==> src/rtl/i2c_slave_nibble_rx_if.sv <==
// Pad-side I2C lines plus the nibble strobe handed to the RAM write controller.
interface i2c_slave_nibble_rx_if;
  logic       scl_in;
  logic       sda_in;
  logic       sda_oe;
  logic [3:0] data;
  logic       E;
  logic       busy;

  modport slave  (input scl_in, sda_in, output sda_oe, data, E, busy);
  modport master (output scl_in, sda_in, input sda_oe, data, E, busy);
endinterface

==> src/rtl/i2c_slave_nibble_rx.sv <==
// Write-only I2C slave: address match, ACK, and each data byte forwarded as two E-qualified nibbles.
// Optional I2C_GLITCH_FILTER_EN adds a 3-sample majority filter after the synchronizers.
module i2c_slave_nibble_rx #(
  parameter logic [6:0]  SLAVE_ADDR = 7'h42,
  parameter int unsigned MAX_BYTES  = 32
) (
  input logic                   clk,
  input logic                   reset,
  i2c_slave_nibble_rx_if.slave  bus
);

  typedef enum logic [2:0] {
    S_IDLE, S_ADDR, S_ADDR_ACK, S_DATA, S_DATA_ACK, S_IGNORE
  } state_t;

  localparam logic [5:0] MAX_B = 6'(MAX_BYTES);

  logic [1:0] scl_sync, sda_sync;
  logic       scl_f, sda_f, scl_d, sda_d;

  always_ff @(posedge clk) begin
    if (reset) begin
      scl_sync <= '1;
      sda_sync <= '1;
    end else begin
      scl_sync <= {scl_sync[0], bus.scl_in};
      sda_sync <= {sda_sync[0], bus.sda_in};
    end
  end

`ifdef I2C_GLITCH_FILTER_EN
  logic [2:0] scl_win, sda_win;

  always_ff @(posedge clk) begin
    if (reset) begin
      scl_win <= '1;
      sda_win <= '1;
      scl_f   <= 1'b1;
      sda_f   <= 1'b1;
    end else begin
      scl_win <= {scl_win[1:0], scl_sync[1]};
      sda_win <= {sda_win[1:0], sda_sync[1]};
      scl_f   <= (scl_win[0] & scl_win[1]) | (scl_win[0] & scl_win[2]) | (scl_win[1] & scl_win[2]);
      sda_f   <= (sda_win[0] & sda_win[1]) | (sda_win[0] & sda_win[2]) | (sda_win[1] & sda_win[2]);
    end
  end
`else
  assign scl_f = scl_sync[1];
  assign sda_f = sda_sync[1];
`endif

  always_ff @(posedge clk) begin
    if (reset) begin
      scl_d <= 1'b1;
      sda_d <= 1'b1;
    end else begin
      scl_d <= scl_f;
      sda_d <= sda_f;
    end
  end

  logic scl_rise, scl_fall, start_c, stop_c;
  assign scl_rise = scl_f & ~scl_d;
  assign scl_fall = ~scl_f & scl_d;
  assign start_c  = scl_f & scl_d & sda_d & ~sda_f;
  assign stop_c   = scl_f & scl_d & ~sda_d & sda_f;

  state_t     state, state_n;
  logic [3:0] cnt, cnt_n;
  logic [7:0] sr, sr_n, byte_w;
  logic [5:0] nbytes, nbytes_n;
  logic       busy_q, busy_n, oe_q, oe_n, e_q, e_n, emit;
  logic [3:0] data_q, data_n, lo_q, lo_n;
  logic [1:0] ph, ph_n;

  assign byte_w = {sr[6:0], sda_f};

  always_ff @(posedge clk) begin
    if (reset) begin
      state  <= S_IDLE;
      cnt    <= '0;
      sr     <= '0;
      nbytes <= '0;
      busy_q <= 1'b0;
      oe_q   <= 1'b0;
      e_q    <= 1'b0;
      data_q <= '0;
      lo_q   <= '0;
      ph     <= '0;
    end else begin
      state  <= state_n;
      cnt    <= cnt_n;
      sr     <= sr_n;
      nbytes <= nbytes_n;
      busy_q <= busy_n;
      oe_q   <= oe_n;
      e_q    <= e_n;
      data_q <= data_n;
      lo_q   <= lo_n;
      ph     <= ph_n;
    end
  end

  always_comb begin
    state_n  = state;
    cnt_n    = cnt;
    sr_n     = sr;
    nbytes_n = nbytes;
    busy_n   = busy_q;
    oe_n     = oe_q;
    emit     = 1'b0;

    if (start_c) begin
      state_n = S_ADDR;
      cnt_n   = '0;
      oe_n    = 1'b0;
    end else if (stop_c) begin
      state_n = S_IDLE;
      cnt_n   = '0;
      oe_n    = 1'b0;
      busy_n  = 1'b0;
    end else begin
      case (state)
        S_ADDR, S_DATA: begin
          if (scl_rise) begin
            sr_n  = byte_w;
            cnt_n = cnt + 4'd1;
            if (cnt == 4'd7) begin
              if (state == S_ADDR) begin
                if (byte_w[7:1] == SLAVE_ADDR && !byte_w[0]) begin
                  state_n = S_ADDR_ACK;
                end else begin
                  state_n = S_IGNORE;
                  busy_n  = 1'b0;
                end
              end else if (nbytes < MAX_B) begin
                state_n  = S_DATA_ACK;
                emit     = 1'b1;
                nbytes_n = nbytes + 6'd1;
              end else begin
                state_n = S_IGNORE;
                busy_n  = 1'b0;
              end
            end
          end
        end
        S_ADDR_ACK, S_DATA_ACK: begin
          if (state == S_ADDR_ACK) begin
            busy_n   = 1'b1;
            nbytes_n = '0;
          end
          // First SCL fall after bit 8 pulls SDA; the next fall (end of bit 9) releases it.
          if (scl_fall) begin
            if (!oe_q) begin
              oe_n = 1'b1;
            end else begin
              oe_n    = 1'b0;
              state_n = S_DATA;
              cnt_n   = '0;
            end
          end
        end
        S_IGNORE: begin
          oe_n   = 1'b0;
          busy_n = 1'b0;
        end
        default: ;
      endcase
    end
  end

  // Nibble sequencer runs independently of the FSM so a START/STOP cannot cut off the low nibble.
  always_comb begin
    e_n    = 1'b0;
    data_n = data_q;
    lo_n   = lo_q;
    ph_n   = ph;
    if (ph == 2'd2) begin
      ph_n = 2'd1;
    end else if (ph == 2'd1) begin
      e_n    = 1'b1;
      data_n = lo_q;
      ph_n   = 2'd0;
    end
    if (emit) begin
      e_n    = 1'b1;
      data_n = byte_w[7:4];
      lo_n   = byte_w[3:0];
      ph_n   = 2'd2;
    end
  end

  assign bus.sda_oe = oe_q;
  assign bus.data   = data_q;
  assign bus.E      = e_q;
  assign bus.busy   = busy_q;

endmodule

==> src/flat_wrapper.sv <==
// flat-port wrapper written by rule: the top's interface ports become plain ports
module i2c_slave_nibble_rx_flat 
#(
  parameter logic [6:0]  SLAVE_ADDR = 7'h42,
  parameter int unsigned MAX_BYTES  = 32
)
  (clk, reset, bus_scl_in, bus_sda_in, bus_sda_oe, bus_data, bus_E, bus_busy);
  i2c_slave_nibble_rx_if bus_i ();
  input logic clk;
  input logic reset;
  input wire logic [$bits(bus_i.scl_in)-1:0] bus_scl_in;
  input wire logic [$bits(bus_i.sda_in)-1:0] bus_sda_in;
  output wire logic [$bits(bus_i.sda_oe)-1:0] bus_sda_oe;
  output wire logic [$bits(bus_i.data)-1:0] bus_data;
  output wire logic [$bits(bus_i.E)-1:0] bus_E;
  output wire logic [$bits(bus_i.busy)-1:0] bus_busy;
  assign bus_i.scl_in = bus_scl_in;
  assign bus_i.sda_in = bus_sda_in;
  assign bus_sda_oe = bus_i.sda_oe;
  assign bus_data = bus_i.data;
  assign bus_E = bus_i.E;
  assign bus_busy = bus_i.busy;
  i2c_slave_nibble_rx #(.SLAVE_ADDR(SLAVE_ADDR), .MAX_BYTES(MAX_BYTES)) u_core (.clk(clk), .reset(reset), .bus(bus_i));
endmodule
==> config.mk <==
export PLATFORM = sky130hd
export DESIGN_NAME = i2c_slave_nibble_rx_flat
export DESIGN_NICKNAME = d
export VERILOG_FILES = /design/src/rtl/i2c_slave_nibble_rx_if.sv /design/src/rtl/i2c_slave_nibble_rx.sv /design/src/flat_wrapper.sv
export SDC_FILE = /design/constraint.sdc
export NUM_CORES = 1
export LEC_CHECK = 0
export ABC_AREA = 1
export BUFFER_PORTS_ARGS = -buffer_cell sky130_fd_sc_hd__buf_2
export CAP_MARGIN = 20
export CORE_ASPECT_RATIO = 1.4
export CORE_MARGIN = 2
export CORE_UTILIZATION = 50
export CTS_CLUSTER_DIAMETER = 100
export DETAILED_ROUTE_END_ITERATION = 12
export PLACE_DENSITY = 0.76
export SLEW_MARGIN = 20
export SYNTH_ARGS = -nofsm -noshare
export SYNTH_HDL_FRONTEND = slang
export SYNTH_SLANG_ARGS = --single-unit
==> constraint.sdc <==
create_clock -name clk -period 3.27 [get_ports clk]
set_input_delay 0.654 -clock clk [delete_from_list [all_inputs] [get_ports clk]]
set_output_delay 0.654 -clock clk [all_outputs]
set_load 0.03 [all_outputs]
Yosys cells after proc, flatten, opt, wreduce, memory -nomap -nowiden
Cells that the tools add are included.

storage, ports and cells
  logic and storage cells = 126
  bits of input ports = 4
  bits in registers = 39
  output and inout bits = 7

operators by class
  bitwise gates (word level) = 13
  muxes and demuxes = 47
  add/subtract/negate cells = 2
  eq/ne operators = 26
  reduce and logical (&&, ||, !) cells = 21
  $lt $le $gt $ge = 1

operators by type and width
  kind                                                count
  2-to-1 mux 6 bit                                    5
  2-to-1 mux 4 bit                                    6
  2-to-1 mux 1 bit                                    22
  2-to-1 mux 3 bit                                    6
  != test 4 x 1 -> 1 bit (second input constant)      4
  != test 2 x 1 -> 1 bit (second input constant)      7
  case mux 6 bit (2 select lines)                     1
  AND reduction 5 bit                                 2
  != test 3 x 1 -> 1 bit (second input constant)      3
  case mux 4 bit (2 select lines)                     1
  AND reduction 4 bit                                 2
  AND reduction 8 bit                                 1
  nonzero test 2 bit                                  4
  nonzero test 4 bit                                  2
  AND 1 bit                                           7
  == test 7 bit (second input constant)               1
  AND reduction 7 bit                                 1
  adder 6 x 1 -> 6 bit (second input constant)        1
  == test 3 x 2 -> 1 bit (second input constant)      2
  == test 3 bit (second input constant)               2
  less-than comparator 6 bit (second input constant)  1
  2-to-1 mux 2 bit                                    3
  NOT 1 bit                                           6
  case mux 3 bit (2 select lines)                     1
  other kinds (16)                                    19

Logic depth before layout (Yosys ltp)
Gate-level depths: netlist of the first run.

  depth after elaboration = 10
  depth in mapped cells = 11
  gate-level depth less buffers = 11

Least setup slack after synthesis of the first run
Ideal clock, no wire load.

  path type = input-to-reg
  start point = input port reset
  end point = register u_core.sr[1]
  slack = 1.840 ns
  buffers on the path = 2
  stages = 5
  data required time = 3.205 ns
  data arrival time = 1.365 ns
  library setup time = 0.065 ns
  path through = clkbuf_1 -> inv_1 -> clkbuf_1 -> o21ai_0 -> nor2_1

RTL lines
  element                 RTL line                   text
  start: declaration      flat_wrapper.sv:10         input logic reset;
  end signal: assignment  i2c_slave_nibble_rx.sv:93  sr <= sr_n;
  end: declaration        i2c_slave_nibble_rx.sv:70  logic [7:0] sr, sr_n, byte_w;

Worst setup path after layout of the first run
  start point = register u_core.cnt[0]
  end point = register u_core.data_q[1], in the netlist u_core.bus.data[1]

between the ends
  word-level cells in the longest chain between the ends = 8
  elaborated cells between the ends (all ways) = 10
  those cells by class = eq/ne: 2; mux: 6; reduce/logical: 2

ends and longest elaborated chain
  element                                                                        RTL line                    text
  start: declaration                                                             i2c_slave_nibble_rx.sv:69   logic [3:0] cnt, cnt_n;
  start signal: assignment                                                       i2c_slave_nibble_rx.sv:92   cnt <= cnt_n;
  == test 4 x 3 -> 1 bit (*)                                                     i2c_slave_nibble_rx.sv:128  if (cnt == 4'd7) begin
  2-to-1 mux 1 bit (*)                                                           i2c_slave_nibble_rx.sv:128
  2-to-1 mux 1 bit (*)                                                           i2c_slave_nibble_rx.sv:125  if (scl_rise) begin
  2-to-1 mux 1 bit (*)                                                           i2c_slave_nibble_rx.sv:123  case (state)
  2-to-1 mux 1 bit (*)                                                           i2c_slave_nibble_rx.sv:117  end else if (stop_c) begin
  2-to-1 mux 1 bit (*)                                                           i2c_slave_nibble_rx.sv:113  if (start_c) begin
  != test 2 x 1 -> 1 bit (no source line) or nonzero test 2 bit (tied branches)  n/a
  AND reduction 2 bit (no source line)                                           n/a
  end signal: assignment                                                         i2c_slave_nibble_rx.sv:98   data_q <= data_n;
  end: declaration                                                               i2c_slave_nibble_rx.sv:73   logic [3:0] data_q, data_n, lo_q, lo_n;

Mark *: on every way between the ends. The rest lies on a longest branch, timed or not.
A chain may end at the register's enable or synchronous reset.

==> results.toml, run 1 <==
[outcome]
status = "completed"

[sta]
finalHoldViolations = 0
tns_ns = 0
slew_headroom_pct = 72.26
timing.final.crit_share_pct = 48.20
worst_slew_pin_slew_ns = 0.4157
fmax_ghz = 0.6345
rsz0062_at_grt = "no"
final-setup-viol-count = 0
skew_ns = 0.004923
period_needed_ns = 1.576
drv_slew = 0

[floorplan]
rows = 26
core_area_sq_um = 3709
ios = 11
die_y_um = 77.98
dieArea_sq_um = 4432
die_w_um = 56.84
start_util_pct = 52.70

[logic_synthesis]
synth-simple-area-share_pct = 38.22
synth.net_count = 284
synthXorXnorAreaFrac_pct = 1.793
synth_compound_area_share_pct = 10.05
seq_area_frac_synth_pct = 39.95
yosysUniqueCellTypes = 27
synth_cells = 276
yosysWarnings = 0
synthAdderAreaFrac_pct = 2.561
synth_mux_area_share_pct = 0
ys_seq_elements = 39
syn_avg_cell_area_sq_um = 7.081
synth_top_family_by_area = "simple AND/OR/NAND/NOR gates"
synth_area_sq_um = 1954

[routing]
dr_total_vias = 1697
viasPerCell = 5.111
drt_iter0_drc = 93
first_pass_iters = 4
routed_wirelength_um = 3805
route.detailed.drc = 0
antenna_left = 0
wl_per_cell_um = 11.46

[finish]
final_core_utilization_pct = 57.89
area_growth_pct = 9.859
num-fill-cells = 371
layout_commonest_cell = "nand2_1"
ff_latch_area_sq_um = 780.7
layout-drive-gt1-share_pct = 18.28
antenna_cells = 0
multiInputGateArea_sq_um = 1028
num-nets-final = 297
final_cell_mix = "nand2_1 (60), nor2_1 (39), dfxtp_1 (39)"

[clock_network]
cts-root-buf = "clkbuf_8"
clk_latency_ns = 0.30
tritoncts = "yes"
cts_inserted_buffers = 5
cts_num_sinks = 39
cts_max_level = 2
cts_setup_buffers = 0
clockBufferDepth = 2
ctsResizeCount = 0
cts_hold_buf = 0
clk_pin_slew_worst_paths_ns = 0.08

[power_and_ir_drop]
power_density_nw_per_um2 = 456.5
p_leak_nw = 0.9941
vdd_drop_max_uv = 331.6

[setup_path]
arrival_ns = 1.78
critPathCaptureType = "flop"
crit_start = "u_core.cnt[0]"
crit_path_max_fanout = 10
worst_setup_path_start_kind = "flop"
worst_ep_required_time_ns = 3.47
criticalPathCategory = "reg2reg"
rr_startpoint = "u_core.cnt[0]"

[global_route]
track_usage_pct = 18.97
grt_pass1_wl_um = 6596
grt_antenna_before_repair = 0
grt_max_degree = 20
grt-ovfl-total = 0
first_global_vias = 1546

[min_path]
min_from = "u_core.sda_sync[0]"
min_path_type = "reg2reg"

[placed_design]
place_congestion = 0.8359
numPortBuffers = 10
dp_hpwl_um = 2766

[run]
max-cap-violations = 0
-- worst paths after layout --
check,end,slack (ns),depth (start not counted)
max reg2reg,u_core.bus.data[1],1.69,8
min,u_core.sda_sync[1],0.41,1
max,u_core.bus.data[1],1.69,8
min reg2reg,u_core.sda_sync[1],0.41,1
-- sequential cells by signal, summed over array words and instances (netlist names) --
signal,flops
u_core.bus.E,1
u_core.scl_d,1
u_core.bus.data,4
u_core.nbytes,6
u_core.sda_sync,2
u_core.lo_q,4
u_core.bus.sda_oe,1
u_core.bus.busy,1
u_core.sda_d,1
u_core.cnt,4
u_core.sr,7
u_core.ph,2
u_core.state,3
u_core.scl_sync,2
-- final cells by class --
cell class	count	share of cell area, %
Clock buffer	5	3.205
Clock inverter	3	2.040
Multi-Input combinational cell	201	47.90
Timing Repair Buffer	10	2.331
Inverter	32	5.711
Sequential cell	39	36.36
Tap cell	42	2.448
-- synth_stat cells --
| cell | number | area, sq um |
|---|---|---|
| a21oi_2 | 1 | 8.760 |
| ha_1 | 4 | 50.05 |
| nand2_1 | 60 | 225.2 |
| o21ai_1 | 4 | 20.02 |
| a21oi_1 | 22 | 110.1 |
| nand3_2 | 5 | 50.05 |
| nor2_2 | 2 | 12.51 |
| nand4_1 | 1 | 6.260 |
| xor2_1 | 2 | 17.52 |
| inv_2 | 3 | 11.26 |
| nand3_1 | 20 | 100.1 |
| nand2_4 | 4 | 45.04 |
| nor2_1 | 39 | 146.4 |
| o21ai_0 | 10 | 50.05 |
| nand2_2 | 12 | 75.07 |
| and3_1 | 1 | 6.260 |
| a211oi_1 | 1 | 7.510 |
| inv_1 | 28 | 105.1 |
| and2_0 | 1 | 6.260 |
| buf_6 | 1 | 11.26 |
| nor3_1 | 3 | 15.01 |
| inv_4 | 1 | 6.260 |
| or2_2 | 4 | 25.02 |
| nor2_4 | 3 | 33.78 |
| clkbuf_1 | 3 | 11.26 |
| xnor2_1 | 2 | 17.52 |
| dfxtp_1 | 39 | 780.8 |
-- critical path, stage by stage (launching register included) --
cell	delay, ns
dfxtp_1	0.36
ha_1	0.20
nand3_1	0.21
nor2_4	0.26
nand2_4	0.13
nand2_2	0.10
nor2_1	0.04
o21ai_1	0.13
inv_1	0.05
-- power breakdown --
group          switching [mW]  internal (mW)
registers             0.00790          0.485
clock network           0.174          0.227
logic                  0.0596         0.0270
-- per-layer routing --
| layer | up-vias | track usage [%] | part of all wire, % |
|---|---|---|---|
| li1 | 900 | - | - |
| met1 | 760 | 19.73 | 41 |
| met2 | 31 | 35.12 | 54 |
| met3 | 6 | 4.667 | 3.2 |
| met4 | 0 | 8.372 | 1.4 |
| met5 | - | 0 | 0 |
-- cell families (layout without fill, tap and decap cells) --
group / after synthesis / after routing
simple gates: 155 / 155
flops: 39 / 39
compound gates: 38 / 38
buf+inv: 36 / 50
fa+ha+maj: 4 / 4
xor+xnor: 4 / 4
-- per-stage QoR --
step                instances  total power, mW  setup slack (ns)  instance area (sq um)  hold slack [ns]
finish                    332           0.9802             1.694                   2147           0.4093
global route              332            1.018             1.512                   2147           0.4496
CTS                       332           0.9868             1.676                   2147           0.4148
detailed placement        324           0.5907             1.673                   2034           0.3998
global placement          324           0.5887             1.707                   2034           0.3926
floorplan                 276           0.5725             1.840                   1954           0.3895
No activity file was read; power rests on OpenSTA's default activity.
==> run 2: changes to the inputs <==
- PLACE_DENSITY: 0.76 -> 0.79
- clock period: 3.27 -> 1.3 ns (I/O delays scaled with it)
==> results.toml, run 2 (synthesis results as in run 1) <==
[finish]
antenna_cells = 0
largest_reg_flops = 7
largest_register = "u_core.sr"
final_cell_mix = "nand2_1 (47), buf_4 (34), dfxtp_1 (30)"
final_core_utilization_pct = 74.60
area_growth_pct = 41.55
layout_commonest_cell = "nand2_1"
num-nets-final = 338
layout-drive-gt1-share_pct = 43.50
reg.largest.list = "u_core.sr (7), u_core.nbytes (6)"

[clock_network]
cts-root-buf = "clkbuf_8"
clockBufferDepth = 2
cts_inserted_buffers = 5
cts_num_sinks = 39
cts_max_level = 2
clk_pin_slew_worst_paths_ns = 0.09
tritoncts = "yes"
cts_hold_buf = 0
clk_latency_ns = 0.31

[floorplan]
start_util_pct = 52.70
dieArea_sq_um = 4432
die_y_um = 77.98
ios = 11
rows = 26
core_area_sq_um = 3709
die_w_um = 56.84

[min_path]
min_path_type = "in2reg"
holdPathEnd = "u_core.sda_sync[0]"
whs_path_depth = 2
min_from = "bus_sda_in"

[sta]
skew_ns = 0.01906
fmax_ghz = 0.6961
worst_slew_pin_slew_ns = 0.4646
drv_slew = 0
period_needed_ns = 1.437
timing.final.crit_share_pct = 110.5
setup_ws_ns = -0.1366
slew_headroom_pct = 68.99
final-setup-viol-count = 28
rsz0062_at_grt = "yes"
finalHoldViolations = 0

[setup_path]
rr_startpoint = "u_core.state[1]"
worst_setup_path_start_kind = "flop"
worst_ep_required_time_ns = 1.54
criticalPathCategory = "reg2reg"
rrSetupSlack_ns = -0.14
crit_path_max_fanout = 5
arrival_ns = 1.68
rr_worst_depth = 8
r2r-end = "u_core.lo_q[1]"
critPathCaptureType = "flop"

[global_route]
track_usage_pct = 23.16
first_global_vias = 1935
grt_pass1_wl_um = 7983
grt_antenna_before_repair = 0
grt_max_degree = 16
grt-ovfl-total = 0

[routing]
routed_wirelength_um = 5588
first_pass_iters = 5
dr_total_vias = 2024
wl_per_cell_um = 14.98
route.detailed.drc = 0
drt_iter0_drc = 63
antenna_left = 0
viasPerCell = 5.426

[power_and_ir_drop]
power.total_mw = 2.426
p_leak_nw = 1.193
power_density_nw_per_um2 = 877.0
vdd_drop_max_uv = 900.7

[placed_design]
place_congestion = 0.9660
dp_hpwl_um = 3275
numPortBuffers = 10

[run]
max-cap-violations = 0

[outcome]
violations = "negative setup slack"
status = "complete, but fails checks"
## run 2: cell type report
cell class	count	area, sq um
well taps	42	52.55
multi-input cells	201	1281
flip-flops and latches	39	802.0
repair buffers	51	401.6
inverters	32	140.1
clock inverters	3	20.02
fillers	263	942.2
clock buffers	5	68.82
## run 2: worst max-delay path by stage
| stage | to | slack [ns] | from |
|---|---|---|---|
| after floorplan | u_core.bus.data[0] | 0.005 | u_core.cnt[1] |
| after global placement | u_core.nbytes[1] | -0.1 | u_core.scl_sync[1] |
| after detailed placement | u_core.nbytes[1] | -0.14 | u_core.scl_d |
| after CTS | u_core.nbytes[1] | -0.08 | u_core.state[2] |
| after global routing | u_core.bus.data[0] | -0.20 | u_core.state[1] |
| final | u_core.lo_q[1] | -0.14 | u_core.state[1] |
## run 2: through the flow
stage | TNS (ns) | area (sq um) | instances | hold WS [ns] | setup slack, ns
floorplan | 0 | 1992 | 276 | 0.3638 | 0.004568
global placement | -0.7510 | 2332 | 357 | 0.3918 | -0.09636
detailed placement | -1.447 | 2332 | 357 | 0.4011 | -0.1363
CTS | -1.102 | 2469 | 368 | 0.1368 | -0.08203
global route | -3.826 | 2766 | 373 | 0.1321 | -0.2038
finish | -2.403 | 2766 | 373 | 0.1416 | -0.1366
## run 2: report_power, final
group	internal, mW	switching (mW)	total [mW]	leakage (nW)
Combinational	0.132	0.217	0.349	0.835
Clock	0.373	0.465	0.838	0.0402
Sequential	1.22	0.0233	1.24	0.318
## run 2: metal layers
layer  track usage (%)  vias to the layer above  part of all wire (%)
met4             13.26                        0                   6.2
met5                 0                        -                     0
met3             5.333                       26                   3.7
met2             41.05                       68                    53
met1             24.58                      951                    37
li1                  -                      979                     -
## run 2: worst max-delay path, stage by stage (launching register included)
cell and delay (ns):
dfxtp_4 0.41, nor2_4 0.06, nand2_4 0.11, nand2_2 0.11
nor2_4 0.20, nand2_2 0.10, nor2_4 0.14, nand2_1 0.10
a21oi_2 0.12
## run 2: timing repair
action,in CTS,in global routing
pin swaps,8,28
gates resized for setup,11,73
buffers inserted,3,5
setup endpoints to repair,28,33
==> run 3: changes to the inputs <==
- TNS_END_PERCENT: not set -> 1
==> results.toml, run 3 (synthesis results as in run 1) <==
[finish]
layout-drive-gt1-share_pct = 41.69
final_area_sq_um = 2716
antenna_cells = 0
final_cell_mix = "nand2_1 (50), buf_4 (37), nor2_1 (31)"
largest_register = "u_core.sr"
num-nets-final = 338
num-fill-cells = 275
reg.largest.list = "u_core.sr (7), u_core.nbytes (6)"
final_core_utilization_pct = 73.25
layout_commonest_cell = "nand2_1"
largest_reg_flops = 7
area_growth_pct = 38.99

[setup_path]
critPathCaptureType = "flop"
arrival_ns = 1.62
crit_path_max_fanout = 5
rr_startpoint = "u_core.state[1]"
endpoint = "u_core.state[0]"
crit_start = "u_core.state[1]"
worst_setup_path_start_kind = "flop"
criticalPathCategory = "reg2reg"
worst_ep_required_time_ns = 1.50
rr_worst_depth = 10
r2r-end = "u_core.state[0]"
rrSetupSlack_ns = -0.11

[sta]
timing.final.crit_share_pct = 108.8
rsz0062_at_grt = "yes"
finalHoldViolations = 0
setup_ws_ns = -0.1145
worst_slew_pin_slew_ns = 0.4280
drv_slew = 0
period_needed_ns = 1.414
slew_headroom_pct = 71.44
skew_ns = 0.01183
fmax_ghz = 0.7070
final-setup-viol-count = 25

[global_route]
track_usage_pct = 23.16
grt_max_degree = 16
grt_pass1_wl_um = 7990
first_global_vias = 1921
grt_antenna_before_repair = 0
grt-ovfl-total = 0

[power_and_ir_drop]
p_leak_nw = 1.180
vdd_drop_max_uv = 952.4
power_density_nw_per_um2 = 886.2
power.total_mw = 2.407

[routing]
routed_wirelength_um = 5422
route.detailed.drc = 0
antenna_left = 0
drt_iter0_drc = 70
first_pass_iters = 4
wl_per_cell_um = 14.54
dr_total_vias = 1991
viasPerCell = 5.338

[placed_design]
place_congestion = 0.9660
postPlaceCellArea_sq_um = 2332
numPortBuffers = 10
dp_hpwl_um = 3275

[clock_network]
cts_inserted_buffers = 5
cts_num_sinks = 39
tritoncts = "yes"
cts-root-buf = "clkbuf_8"
clk_pin_slew_worst_paths_ns = 0.09
clk_latency_ns = 0.30
clockBufferDepth = 2
cts_max_level = 2

[run]
max-cap-violations = 0

[floorplan]
core_area_sq_um = 3709
dieArea_sq_um = 4432
rows = 26
die_y_um = 77.98
ios = 11
die_w_um = 56.84
start_util_pct = 52.70

[outcome]
violations = "negative setup slack"
status = "complete, but fails checks"

[min_path]
min_path_type = "in2reg"
==> run 3: cell count changes in the layout (fill, tap and decap cells not counted), sizes merged <==
cell / before / now
clkinv: 2 / 1
inv: 31 / 32
==> run 3: worst min path at each step <==
stage	from	end	slack [ns]	depth (start not counted)
floorplan	bus_scl_in	u_core.scl_sync[0]	0.36	1
global placement	u_core.scl_sync[0]	u_core.scl_sync[1]	0.39	1
detailed placement	u_core.sda_sync[0]	u_core.sda_sync[1]	0.40	1
CTS	bus_sda_in	u_core.sda_sync[0]	0.14	2
global route	bus_sda_in	u_core.sda_sync[0]	0.13	2
finish	bus_sda_in	u_core.sda_sync[0]	0.14	2
==> run 3: stage by stage <==
step	std cells	hold slack, ns	TNS (ns)	setup slack (ns)
floorplan	276	0.3638	0	0.004568
global placement	357	0.3918	-0.7510	-0.09636
detailed placement	357	0.4011	-1.447	-0.1363
CTS	368	0.1368	-1.122	-0.08203
global route	373	0.1333	-3.870	-0.2119
finish	373	0.1424	-1.699	-0.1145
==> run 3: power breakdown <==
| part | internal [mW] | switching, mW |
|---|---|---|
| Combinational | 0.129 | 0.213 |
| Sequential | 1.22 | 0.0227 |
| Clock | 0.373 | 0.453 |
| Total | 1.72 | 0.689 |
==> run 3: what timing repair did <==
action                                  4_1_cts  5_1_grt
hold buffers                                  0        0
endpoints found under the setup margin       28       33
resized for setup                            10       54
pin swaps                                     7       26
setup buffers                                 3        5
==> run 3: cell type report <==
cell class	count	area, sq um	area share (%)
inverters	32	132.6	4.883
clock inverters	3	20.02	0.7370
repair buffers	51	390.4	14.37
well taps	42	52.55	1.935
multi-input cells	201	1250	46.02
flip-flops and latches	39	802.0	29.53
clock buffers	5	68.82	2.533
==> run 3: metal layers <==
metal	global-route usage, %	vias to the layer above	part of all wire, %
met5	0	-	0
met4	13.26	0	6.0
met3	5.333	27	4.1
met2	41.05	60	52
met1	24.58	923	37
li1	-	981	-
==> run 3: worst max-delay path: stages, from the launching register on <==
cell and delay (ns):
dfxtp_4 0.41, inv_2 0.08, nand2_1 0.10, nand2_2 0.08
nand2_4 0.10, buf_4 0.14, nor2_4 0.04, nor2_2 0.09
nand2_1 0.08, a21oi_2 0.14, nor2_1 0.06
